### src/rtl/onehot_decoder_fifo.sv
// Binary index to one-hot decoder feeding a DEPTH-entry FIFO with valid/ready on both sides; illegal indices set a sticky err.
// Optional even-parity check on {in_par, in_en, in_idx} enabled by defining DEC_PARITY_EN.
module onehot_decoder_fifo #(
    parameter int OUT_W = 4,
    parameter int IDX_W = 2,
    parameter int DEPTH = 2
) (
    input  logic                     clk,
    input  logic                     rst,
    input  logic                     in_valid,
    output logic                     in_ready,
    input  logic [IDX_W-1:0]         in_idx,
    input  logic                     in_en,
`ifdef DEC_PARITY_EN
    input  logic                     in_par,
`endif
    output logic                     out_valid,
    input  logic                     out_ready,
    output logic [OUT_W-1:0]         out_onehot,
    output logic [$clog2(DEPTH):0]   count,
    output logic                     err,
    input  logic                     err_clr
);

    localparam int PW = $clog2(DEPTH);
    localparam int CW = PW + 1;
    localparam logic [IDX_W:0] OUT_W_X = OUT_W[IDX_W:0];

    logic [OUT_W-1:0] mem_q [DEPTH];
    logic [PW-1:0]    wr_ptr_q, wr_ptr_d;
    logic [PW-1:0]    rd_ptr_q, rd_ptr_d;
    logic [CW-1:0]    count_q, count_d;
    logic             err_q, err_d;

    logic [OUT_W-1:0] dec_onehot;
    logic             idx_bad;
    logic             par_bad;
    logic             push, store, pop;

    // Out-of-range indices only exist when OUT_W is not a power of two.
    generate
        if (OUT_W == (1 << IDX_W)) begin : g_pow2
            assign idx_bad = 1'b0;
        end else begin : g_npow2
            assign idx_bad = ({1'b0, in_idx} >= OUT_W_X);
        end
    endgenerate

`ifdef DEC_PARITY_EN
    assign par_bad = ^{in_par, in_en, in_idx};
`else
    assign par_bad = 1'b0;
`endif

    always_comb begin
        dec_onehot = '0;
        for (int i = 0; i < OUT_W; i++) begin
            dec_onehot[i] = in_en && (in_idx == IDX_W'(i));
        end
    end

    assign in_ready   = (count_q != CW'(DEPTH));
    assign out_valid  = (count_q != '0);
    assign out_onehot = out_valid ? mem_q[rd_ptr_q] : '0;
    assign count      = count_q;
    assign err        = err_q;

    assign push  = in_valid && in_ready;
    assign store = push && !idx_bad && !par_bad;
    assign pop   = out_valid && out_ready;

    always_comb begin
        wr_ptr_d = wr_ptr_q;
        rd_ptr_d = rd_ptr_q;
        count_d  = count_q;
        err_d    = err_q;
        if (store) wr_ptr_d = wr_ptr_q + PW'(1);
        if (pop)   rd_ptr_d = rd_ptr_q + PW'(1);
        case ({store, pop})
            2'b10:   count_d = count_q + CW'(1);
            2'b01:   count_d = count_q - CW'(1);
            default: count_d = count_q;
        endcase
        // A dropped word in the same cycle as err_clr keeps the flag raised.
        if (push && !store) err_d = 1'b1;
        else if (err_clr)   err_d = 1'b0;
    end

    always_ff @(posedge clk or posedge rst) begin
        if (rst) begin
            wr_ptr_q <= '0;
            rd_ptr_q <= '0;
            count_q  <= '0;
            err_q    <= 1'b0;
            for (int i = 0; i < DEPTH; i++) mem_q[i] <= '0;
        end else begin
            wr_ptr_q <= wr_ptr_d;
            rd_ptr_q <= rd_ptr_d;
            count_q  <= count_d;
            err_q    <= err_d;
            if (store) mem_q[wr_ptr_q] <= dec_onehot;
        end
    end

endmodule
### config.mk
export PLATFORM = sky130hd
export DESIGN_NAME = onehot_decoder_fifo
export DESIGN_NICKNAME = d
export VERILOG_FILES = /design/src/rtl/onehot_decoder_fifo.sv
export SDC_FILE = /design/constraint.sdc
export NUM_CORES = 1
export LEC_CHECK = 0
export CAP_MARGIN = 20
export CORE_AREA = 2 2 39 41
export CTS_CLUSTER_SIZE = 40
export DETAILED_ROUTE_END_ITERATION = 8
export DIE_AREA = 0 0 41 43
export PLACE_DENSITY = 0.88
export SLEW_MARGIN = 15
export SYNTH_ARGS = -nofsm -noshare
export SYNTH_HDL_FRONTEND = slang
export SYNTH_SLANG_ARGS = --single-unit
### constraint.sdc
create_clock -name clk -period 2.1 [get_ports clk]
set_input_delay 0.42 -clock clk [delete_from_list [all_inputs] [get_ports clk]]
set_output_delay 0.42 -clock clk [all_outputs]
set_load 0.005 [all_outputs]
==> impl_metrics.toml, run 1 <==
[global_route]
grt_antenna_before_repair = 0
grt_max_degree = 13
grt_pass1_wl_um = 1890
gr-usage-all-layers_pct = 16.4
grt_pass1_vias = 457
gr-total-overflow = 0

[setup_path]
r2r_cells = 5
reg2reg_from = "count[1]$_DFFE_PP0P_"
ff2ff_setup_slack_ps = 540
cp-startpoint = "count[1]$_DFFE_PP0P_"
critPathArrivalTime_ps = 1540
crit_required_ps = 1680
critical_path_class = "reg2out"
critPathMaxFanout = 6
cp-start-kind = "flip-flop"
crit_path_end_kind = "output port"
worst_r2r_endpoint = "count[1]$_DFFE_PP0P_"

[synthesis]
synthCells = 52
syn_avg_cell_area_um2 = 12.2
ys_ff_latch = 12
ys_warn_count = 0
syn_nets = 61
yosysSeqAreaShare_pct = 47.5
synthDistinctLibCells = 20
synth_area_leaders = "dfrtp_1 48%, mux2_4 9.5%, mux2_2 7.1%, mux2i_1 6.3%, nor2_1 4.2%"
synth_area_um2 = 632
synth_top_area_share_pct = 47.5
yosysTopAreaCell = "dfrtp_1"

[floorplan]
start_util_pct = 45.7
die_y_um = 43
core-area_um2 = 1380
die-area_um2 = 1760
die-width_um = 41
ios = 17
rows = 14

[route]
drcViolationCount = 0
vias = 414
drt-total-wl_um = 1100
via_per_inst = 4.99
first_pass_iters = 3
drt_iter0_markers = 4
routedWlPerCell_um = 13.2
drtAntennaViolNets = 0

[timing]
fin_tns_setup_ps = 0
rsz0062_at_grt = "no"
post-route-min-period_ps = 1960
max_freq_mhz = 510
finalMaxSlewViolations = 0
skew_ps = 3.17
finalSetupViolCount = 0
period_share_pct = 93.3
finalHoldViolCount = 0
fin_ws_ps = 140

[flow_run]
maxCapViolations = 0

[placement]
place_ws_ps = 338
place_area_um2 = 769
place.gp.congestion = 0.681
portBuffers = 14
dpl.hpwl_um = 834

[clock_network]
clock-root-buffer = "clkbuf_4"
htree_levels = 1
cts.sinks = 12
cts_buffers = 3
post_cts_buffers = 0
path_clk_slew_ps = 80
clk_latency_ps = 280
cts_tree = "yes"
cts.path.max_buffers = 2

[power]
leakage_nw = 0.391
ir_worst_vdd_mv = 0.623
pwr_density_cell_nw_per_um2 = 1410

[final_layout]
layout.nets = 77
fin_area_um2 = 808
area_growth_pct = 27.9
final_common_cell = "clkdlybuf4s50_1"
antenna_cells = 0
register_area_um2 = 300
drive_above_1_share_pct = 22.4
final_cell_mix = "14 x clkdlybuf4s50_1, 12 x dfrtp_1, 6 x nor2_1"
multi_input_area_um2 = 304
fillCellCount = 126
utilization_pct = 58.4

[worst_hold_path]
hold_class = "in2async"

[status]
status = "finished clean"
-- cell type report --
| type | instances | area share, % |
|---|---|---|
| timing repair buffer | 14 | 17.3 |
| inverter | 2 | 0.929 |
| tap | 16 | 2.48 |
| multi-input combinational | 35 | 37.6 |
| clock buffer | 4 | 4.49 |
| sequential | 12 | 37.2 |
-- state kept, by name (all words and copies together) (netlist names) --
| name | flops |
|---|---|
| wr_ptr_q | 1 |
| rd_ptr_q | 1 |
| count | 2 |
| mem_q | 8 |
-- where the power goes --
group          switching, mW  internal (mW)  total [mW]
logic                  0.180          0.337       0.517
registers              0.101          0.337       0.438
clock network         0.0813          0.106       0.187
total                  0.362          0.780        1.14
-- Yosys cell counts --
| library cell | instances |
|---|---|
| and3_1 | 1 |
| and3_4 | 1 |
| and3b_1 | 2 |
| buf_4 | 1 |
| buf_6 | 1 |
| clkbuf_1 | 1 |
| conb_1 | 1 |
| dfrtp_1 | 12 |
| ha_1 | 1 |
| inv_1 | 2 |
| mux2_2 | 4 |
| mux2_4 | 4 |
| mux2i_1 | 4 |
| nand2_1 | 2 |
| nand2b_4 | 1 |
| nor2_1 | 7 |
| nor2b_1 | 1 |
| nor3b_1 | 1 |
| xnor2_1 | 3 |
| xor2_1 | 2 |
-- kinds of logic after synthesis --
logic type | Yosys count | share of synthesized area [%]
simple gates | 16 | 15.3
mux | 12 | 23.0
buf+inv | 5 | 4.75
other cells | 1 | 0.593
fa+ha+maj | 1 | 1.98
xor+xnor | 5 | 6.93
flops | 12 | 47.5
-- worst max-delay path by stage --
| stage | cells after the start | slack (ps) | to |
|---|---|---|---|
| 2_1_floorplan | 5 | 630 | count[1]$_DFFE_PP0P_ |
| 3_3_place_gp | 3 | 350 | out_onehot[2] |
| 3_5_place_dp | 5 | 340 | count[1]$_DFFE_PP0P_ |
| 4_1_cts | 3 | 30 | out_onehot[2] |
| 5_1_grt | 3 | 70 | out_onehot[2] |
| 6_report | 3 | 140 | out_onehot[2] |
-- per-layer routing --
| layer | vias to the layer above | global-route usage (%) | routed length (µm) |
|---|---|---|---|
| met5 | - | 0 | 0 |
| met4 | 0 | 12.0 | 42 |
| met3 | 5 | 3.14 | 47 |
| met2 | 15 | 25.6 | 516 |
| met1 | 195 | 18.5 | 489 |
| li1 | 199 | - | - |
-- metrics by stage --
step                power, mW  hold slack, ps  cells
finish                   1.14             455     83
floorplan               0.760             285     52
global placement        0.938             478     79
global route             1.23             515     83
detailed placement      0.961             489     79
CTS                      1.15             478     83
-- worst max-delay path: stages, from the launching register on --
cell and delay, ps:
dfrtp_1 450, nor2_2 270, nor2_1 90, clkdlybuf4s50_1 450
-- what timing repair did --
item                       in CTS  in global routing
resized for setup               0                  1
setup endpoints to repair       0                  5
hold buffers                    0                  0
Note: power is estimated with default switching activity, not from simulation.
==> run 2: changes to the inputs <==
--- a/config.mk
+++ b/config.mk
@@ -5,12 +5,13 @@
 export SDC_FILE = /design/constraint.sdc
 export NUM_CORES = 1
 export LEC_CHECK = 0
+export ABC_AREA = 1
 export CAP_MARGIN = 20
-export CORE_AREA = 2 2 39 41
+export CORE_MARGIN = 2
+export CORE_UTILIZATION = 49
 export CTS_CLUSTER_SIZE = 40
 export DETAILED_ROUTE_END_ITERATION = 8
-export DIE_AREA = 0 0 41 43
-export PLACE_DENSITY = 0.88
+export PLACE_DENSITY = 0.9
 export SLEW_MARGIN = 15
 export SYNTH_ARGS = -nofsm -noshare
 export SYNTH_HDL_FRONTEND = slang
==> impl_metrics.toml, run 2 <==
[power]
leakage_nw = 0.442
pwr_density_cell_nw_per_um2 = 1310
ir_worst_vdd_mv = 0.665

[clock_network]
path_clk_slew_ps = 70
clk_latency_ps = 270
cts.path.max_buffers = 2
htree_levels = 1
clock-root-buffer = "clkbuf_4"
cts_hold_buf = 0
cts.sinks = 12
cts_tree = "yes"
cts_buffers = 3

[setup_path]
critPathArrivalTime_ps = 1620
cp-start-kind = "flip-flop"
crit_path_end_kind = "output port"
critPathMaxFanout = 4
ff2ff_setup_slack_ps = 640
crit_required_ps = 1680
critical_path_class = "reg2out"

[global_route]
gr-total-overflow = 0
grt_antenna_before_repair = 0
grt_max_degree = 13
grt_pass1_vias = 520
grt_pass1_wl_um = 2080
gr-usage-all-layers_pct = 19.0

[status]
status = "finished clean"

[synthesis]
synthDistinctLibCells = 15
yosysTopAreaCell = "dfrtp_1"
yosys-top-cells-count = "36 x nand2_1, 12 x dfrtp_1, 10 x nand3_1"
ys_ff_latch = 12
synth_edf_count = 0
synth_area_leaders = "dfrtp_1 47%, nand2_1 21%, nand3_1 7.8%, inv_1 5.3%, a21oi_1 3.1%"
synth_top_area_share_pct = 47.1
async_flop_share_pct = 100
syn_nets = 94
synth_area_um2 = 638
synth_most_common_cell = "nand2_1"
synthCells = 85
syn_avg_cell_area_um2 = 7.51
ys_warn_count = 0
synth-main-ff-cell = "dfrtp_1"
yosysSeqAreaShare_pct = 47.1

[final_layout]
layout.cells.non_filler = 119
area_growth_pct = 31.0
regMostFlops = "mem_q"
layout.nets = 115
fillCellCount = 103
final_cell_mix = "36 x nand2_1, 14 x clkdlybuf4s50_1, 11 x dfrtp_1"
utilization_pct = 66.7
final_common_cell = "nand2_1"
largest_reg_flops = 8
register_area_um2 = 302
antenna_cells = 0
multi_input_area_um2 = 289
drive_above_1_share_pct = 11.5

[floorplan]
die-width_um = 40.1
core-area_um2 = 1250
die-area_um2 = 1610
rows = 13
start_util_pct = 50.9
ios = 17
die_y_um = 40.1

[worst_hold_path]
hold_class = "in2async"

[timing]
post-route-min-period_ps = 2040
finalMaxSlewViolations = 0
max_freq_mhz = 491
finalHoldViolCount = 0
finalSetupViolCount = 0
fin_tns_setup_ps = 0
period_share_pct = 96.9
rsz0062_at_grt = "no"
skew_ps = 2.49

[placement]
portBuffers = 14
dpl.hpwl_um = 975
place_inst = 114
place.gp.congestion = 0.797

[route]
routedWlPerCell_um = 11.1
vias = 609
drtAntennaViolNets = 0
drcViolationCount = 0
drt_iter0_markers = 32
via_per_inst = 5.12
first_pass_iters = 4
drt-total-wl_um = 1320

[flow_run]
maxCapViolations = 0
==> run 2: path summary, 6_finish.rpt <==
check | start | endpoint | cells past startpoint
hold / removal | rst | rd_ptr_q$_DFFE_PP0P_ | 2
hold reg to reg | mem_q[4]$_DFFE_PP0P_ | mem_q[4]$_DFFE_PP0P_ | 2
setup reg to reg | count[0]$_DFFE_PP0P_ | count[1]$_DFFE_PP0P_ | 9
max in group asynchronous | rst | count[1]$_DFFE_PP0P_ | 2
min in group clk | mem_q[4]$_DFFE_PP0P_ | mem_q[4]$_DFFE_PP0P_ | 2
setup / recovery | count[0]$_DFFE_PP0P_ | out_onehot[2] | 5
==> run 2: metal layers <==
layer | track usage [%] | up-vias | part of all wire [%] | wire length, µm
met5 | 0 | - | 0 | 0
met2 | 30.2 | 27 | 49 | 654
met4 | 6.90 | 0 | 0.76 | 10
li1 | - | 304 | - | -
met3 | 3.89 | 2 | 6.3 | 83
met1 | 25.1 | 276 | 43 | 575
==> run 2: repair_timing <==
item,in CTS,in global routing
setup endpoints to repair,0,4
gates resized for setup,0,2
buffers inserted,0,2
==> run 2: per-stage QoR <==
step                cell area (µm²)  setup slack [ps]  hold slack [ps]  power, mW
CTS                             820              9.19              471       1.06
global route                    836              12.4              490       1.19
finish                          836              64.1              449       1.10
detailed placement              797               210              466      0.921
floorplan                       638               712              285      0.697
global placement                797               250              464      0.898
==> run 2: final cells by class <==
cell class                 instances  area share [%]
multi-input combinational         61            34.6
inverter                          11            4.94
tap                               15            2.25
timing repair buffer              17            19.5
clock buffer                       3            2.69
sequential                        12            36.1
==> run 2: logic make-up (layout without fill, tap and decap cells) <==
| family | after synthesis | in the layout | share of synthesized area (%) |
|---|---|---|---|
| and+or+nand+nor | 52 | 52 | 33.9 |
| DFF | 12 | 12 | 47.1 |
| buffers and inverters | 12 | 31 | 7.65 |
| AOI/OAI and AO/OA | 5 | 5 | 6.08 |
| xor gates and xnor gates | 2 | 2 | 2.75 |
| adders and majority gates | 1 | 1 | 1.96 |
| other | 1 | 1 | 0.588 |
==> run 2: critical path: stages (launching register included) <==
cell	delay, ps
dfrtp_1	410
inv_2	80
nand2_1	110
inv_1	100
a21oi_1	130
clkdlybuf4s50_1	510
==> run 2: power by group <==
group | switching, mW | internal (mW)
Clock | 0.0719 | 0.0663
Sequential | 0.0847 | 0.331
Combinational | 0.276 | 0.269
==> run 3: changes to the inputs <==
--- a/config.mk
+++ b/config.mk
@@ -11,7 +11,7 @@
 export CORE_UTILIZATION = 49
 export CTS_CLUSTER_SIZE = 40
 export DETAILED_ROUTE_END_ITERATION = 8
-export PLACE_DENSITY = 0.9
+export PLACE_DENSITY = 0.87
 export SLEW_MARGIN = 15
 export SYNTH_ARGS = -nofsm -noshare
 export SYNTH_HDL_FRONTEND = slang
==> impl_metrics.toml, run 3 (synthesized netlist as in run 2, its figures left out) <==
[status]
status = "finished clean"

[timing]
max_freq_mhz = 498
finalHoldViolCount = 0
finalSetupViolCount = 0
skew_ps = 2.41
finalMaxSlewViolations = 0
period_share_pct = 95.6
post-route-min-period_ps = 2010

[route]
drtAntennaViolNets = 0
first_pass_iters = 4
routedWlPerCell_um = 11.7
drcViolationCount = 0
drt_iter0_markers = 38
via_per_inst = 5.06
vias = 612
drt-total-wl_um = 1410

[clock_network]
clock-root-buffer = "clkbuf_4"
htree_levels = 1
cts_tree = "yes"
cts.sinks = 12
path_clk_slew_ps = 80
cts.path.max_buffers = 2
cts_hold_buf = 0
clk_latency_ps = 280
cts_buffers = 3

[final_layout]
register_area_um2 = 302
largest_reg_flops = 8
layout.cells.non_filler = 121
regMostFlops = "mem_q"
fillCellCount = 96
final_common_cell = "nand2_1"
drive_above_1_share_pct = 13.2
area_growth_pct = 34.3
final_cell_mix = "36 x nand2_1, 14 x clkdlybuf4s50_1, 11 x dfrtp_1"
fin_area_um2 = 857
multi_input_area_um2 = 289
antenna_cells = 0
layout.nets = 116

[floorplan]
die-width_um = 40.1
die_y_um = 40.1
die-area_um2 = 1610
start_util_pct = 50.9
rows = 13
ios = 17
core-area_um2 = 1250

[worst_hold_path]
hold_class = "in2async"

[placement]
dpl.hpwl_um = 1080
place.gp.congestion = 0.830
place_area_um2 = 797
portBuffers = 14
place_inst = 114

[power]
combPwrFrac_pct = 48.0
swShare_pct = 38.6
clockPowerShare_pct = 16.3
leakage_nw = 0.454
seqPwrFrac_pct = 35.7
p_int_uw = 715
pwr_density_cell_nw_per_um2 = 1360
power_switching_uw = 449
ir_worst_vdd_mv = 0.771
total_power_mw = 1.16

[global_route]
gr-total-overflow = 0
grt_pass1_vias = 494
gr-usage-all-layers_pct = 21.7
busiest_layer = "met2"
grt_max_degree = 13
grt_pass1_wl_um = 2190
grt_antenna_before_repair = 0
use_met3_pct = 5.00
met1_usage_pct = 28.5
grtUsageMet2_pct = 32.3

[setup_path]
crit_required_ps = 1680
critPathMaxFanout = 4
crit_path_end_kind = "output port"
critical_path_class = "reg2out"
cp-start-kind = "flip-flop"
critPathArrivalTime_ps = 1590

[flow_run]
maxCapViolations = 0
## run 3: cell count changes in the layout (fill, tap and decap cells not counted), sizes merged
cell / change
clkbuf: +1
buf: +1
## run 3: power groups by stage
stage,registers [mW],logic (mW),clock network [mW]
3_5_place_dp,0.427,0.499,0
2_1_floorplan,0.406,0.291,0
5_1_grt,0.426,0.624,0.209
6_report,0.416,0.558,0.190
4_1_cts,0.423,0.501,0.193
3_3_place_gp,0.420,0.479,0
## run 3: what timing repair did
item	CTS	global route
setup endpoints to repair	0	4
setup buffers	0	3
resized for setup	0	2
## run 3: worst max-delay path, stage by stage, from the launching register on
cell             delay (ps)
dfrtp_1                 400
inv_2                    80
nand2_1                 100
inv_1                    90
a21oi_1                 130
clkdlybuf4s50_1         510
## run 3: metrics by stage
| step | setup slack (ps) | hold slack, ps | setup TNS [ps] | utilization, % |
|---|---|---|---|---|
| floorplan | 712 | 285 | 0 | - |
| global placement | 251 | 464 | 0 | 63.6 |
| detailed placement | 211 | 465 | 0 | 63.6 |
| CTS | 15.3 | 465 | 0 | 66.5 |
| global route | -5.60 | 487 | -10.0 | 68.4 |
| finish | 91.8 | 441 | 0 | 68.4 |
## run 3: path summary, 6_finish.rpt
path                                      start  slack [ps]                   end  cells past startpoint
min in group clk           mem_q[3]$_DFFE_PP0P_         490  mem_q[3]$_DFFE_PP0P_                      2
setup / recovery           count[0]$_DFFE_PP0P_          90         out_onehot[0]                      5
hold / removal                              rst         440  rd_ptr_q$_DFFE_PP0P_                      2
max in group asynchronous                   rst        1320  count[1]$_DFFE_PP0P_                      2
hold reg to reg            mem_q[3]$_DFFE_PP0P_         490  mem_q[3]$_DFFE_PP0P_                      2
setup reg to reg           count[0]$_DFFE_PP0P_         630  count[1]$_DFFE_PP0P_                      9
## run 3: layer usage
metal | routed length (µm) | vias up
li1 | - | 307
met3 | 48 | 5
met1 | 644 | 275
met2 | 681 | 25
met5 | 0 | -
met4 | 35 | 0
## run 3: area by class of cell
cell class	instances	share of cell area, %
sequential	12	35.2
inverter	11	4.82
tap	15	2.19
clock buffer	4	4.23
multi-input combinational	61	33.7
timing repair buffer	18	19.9
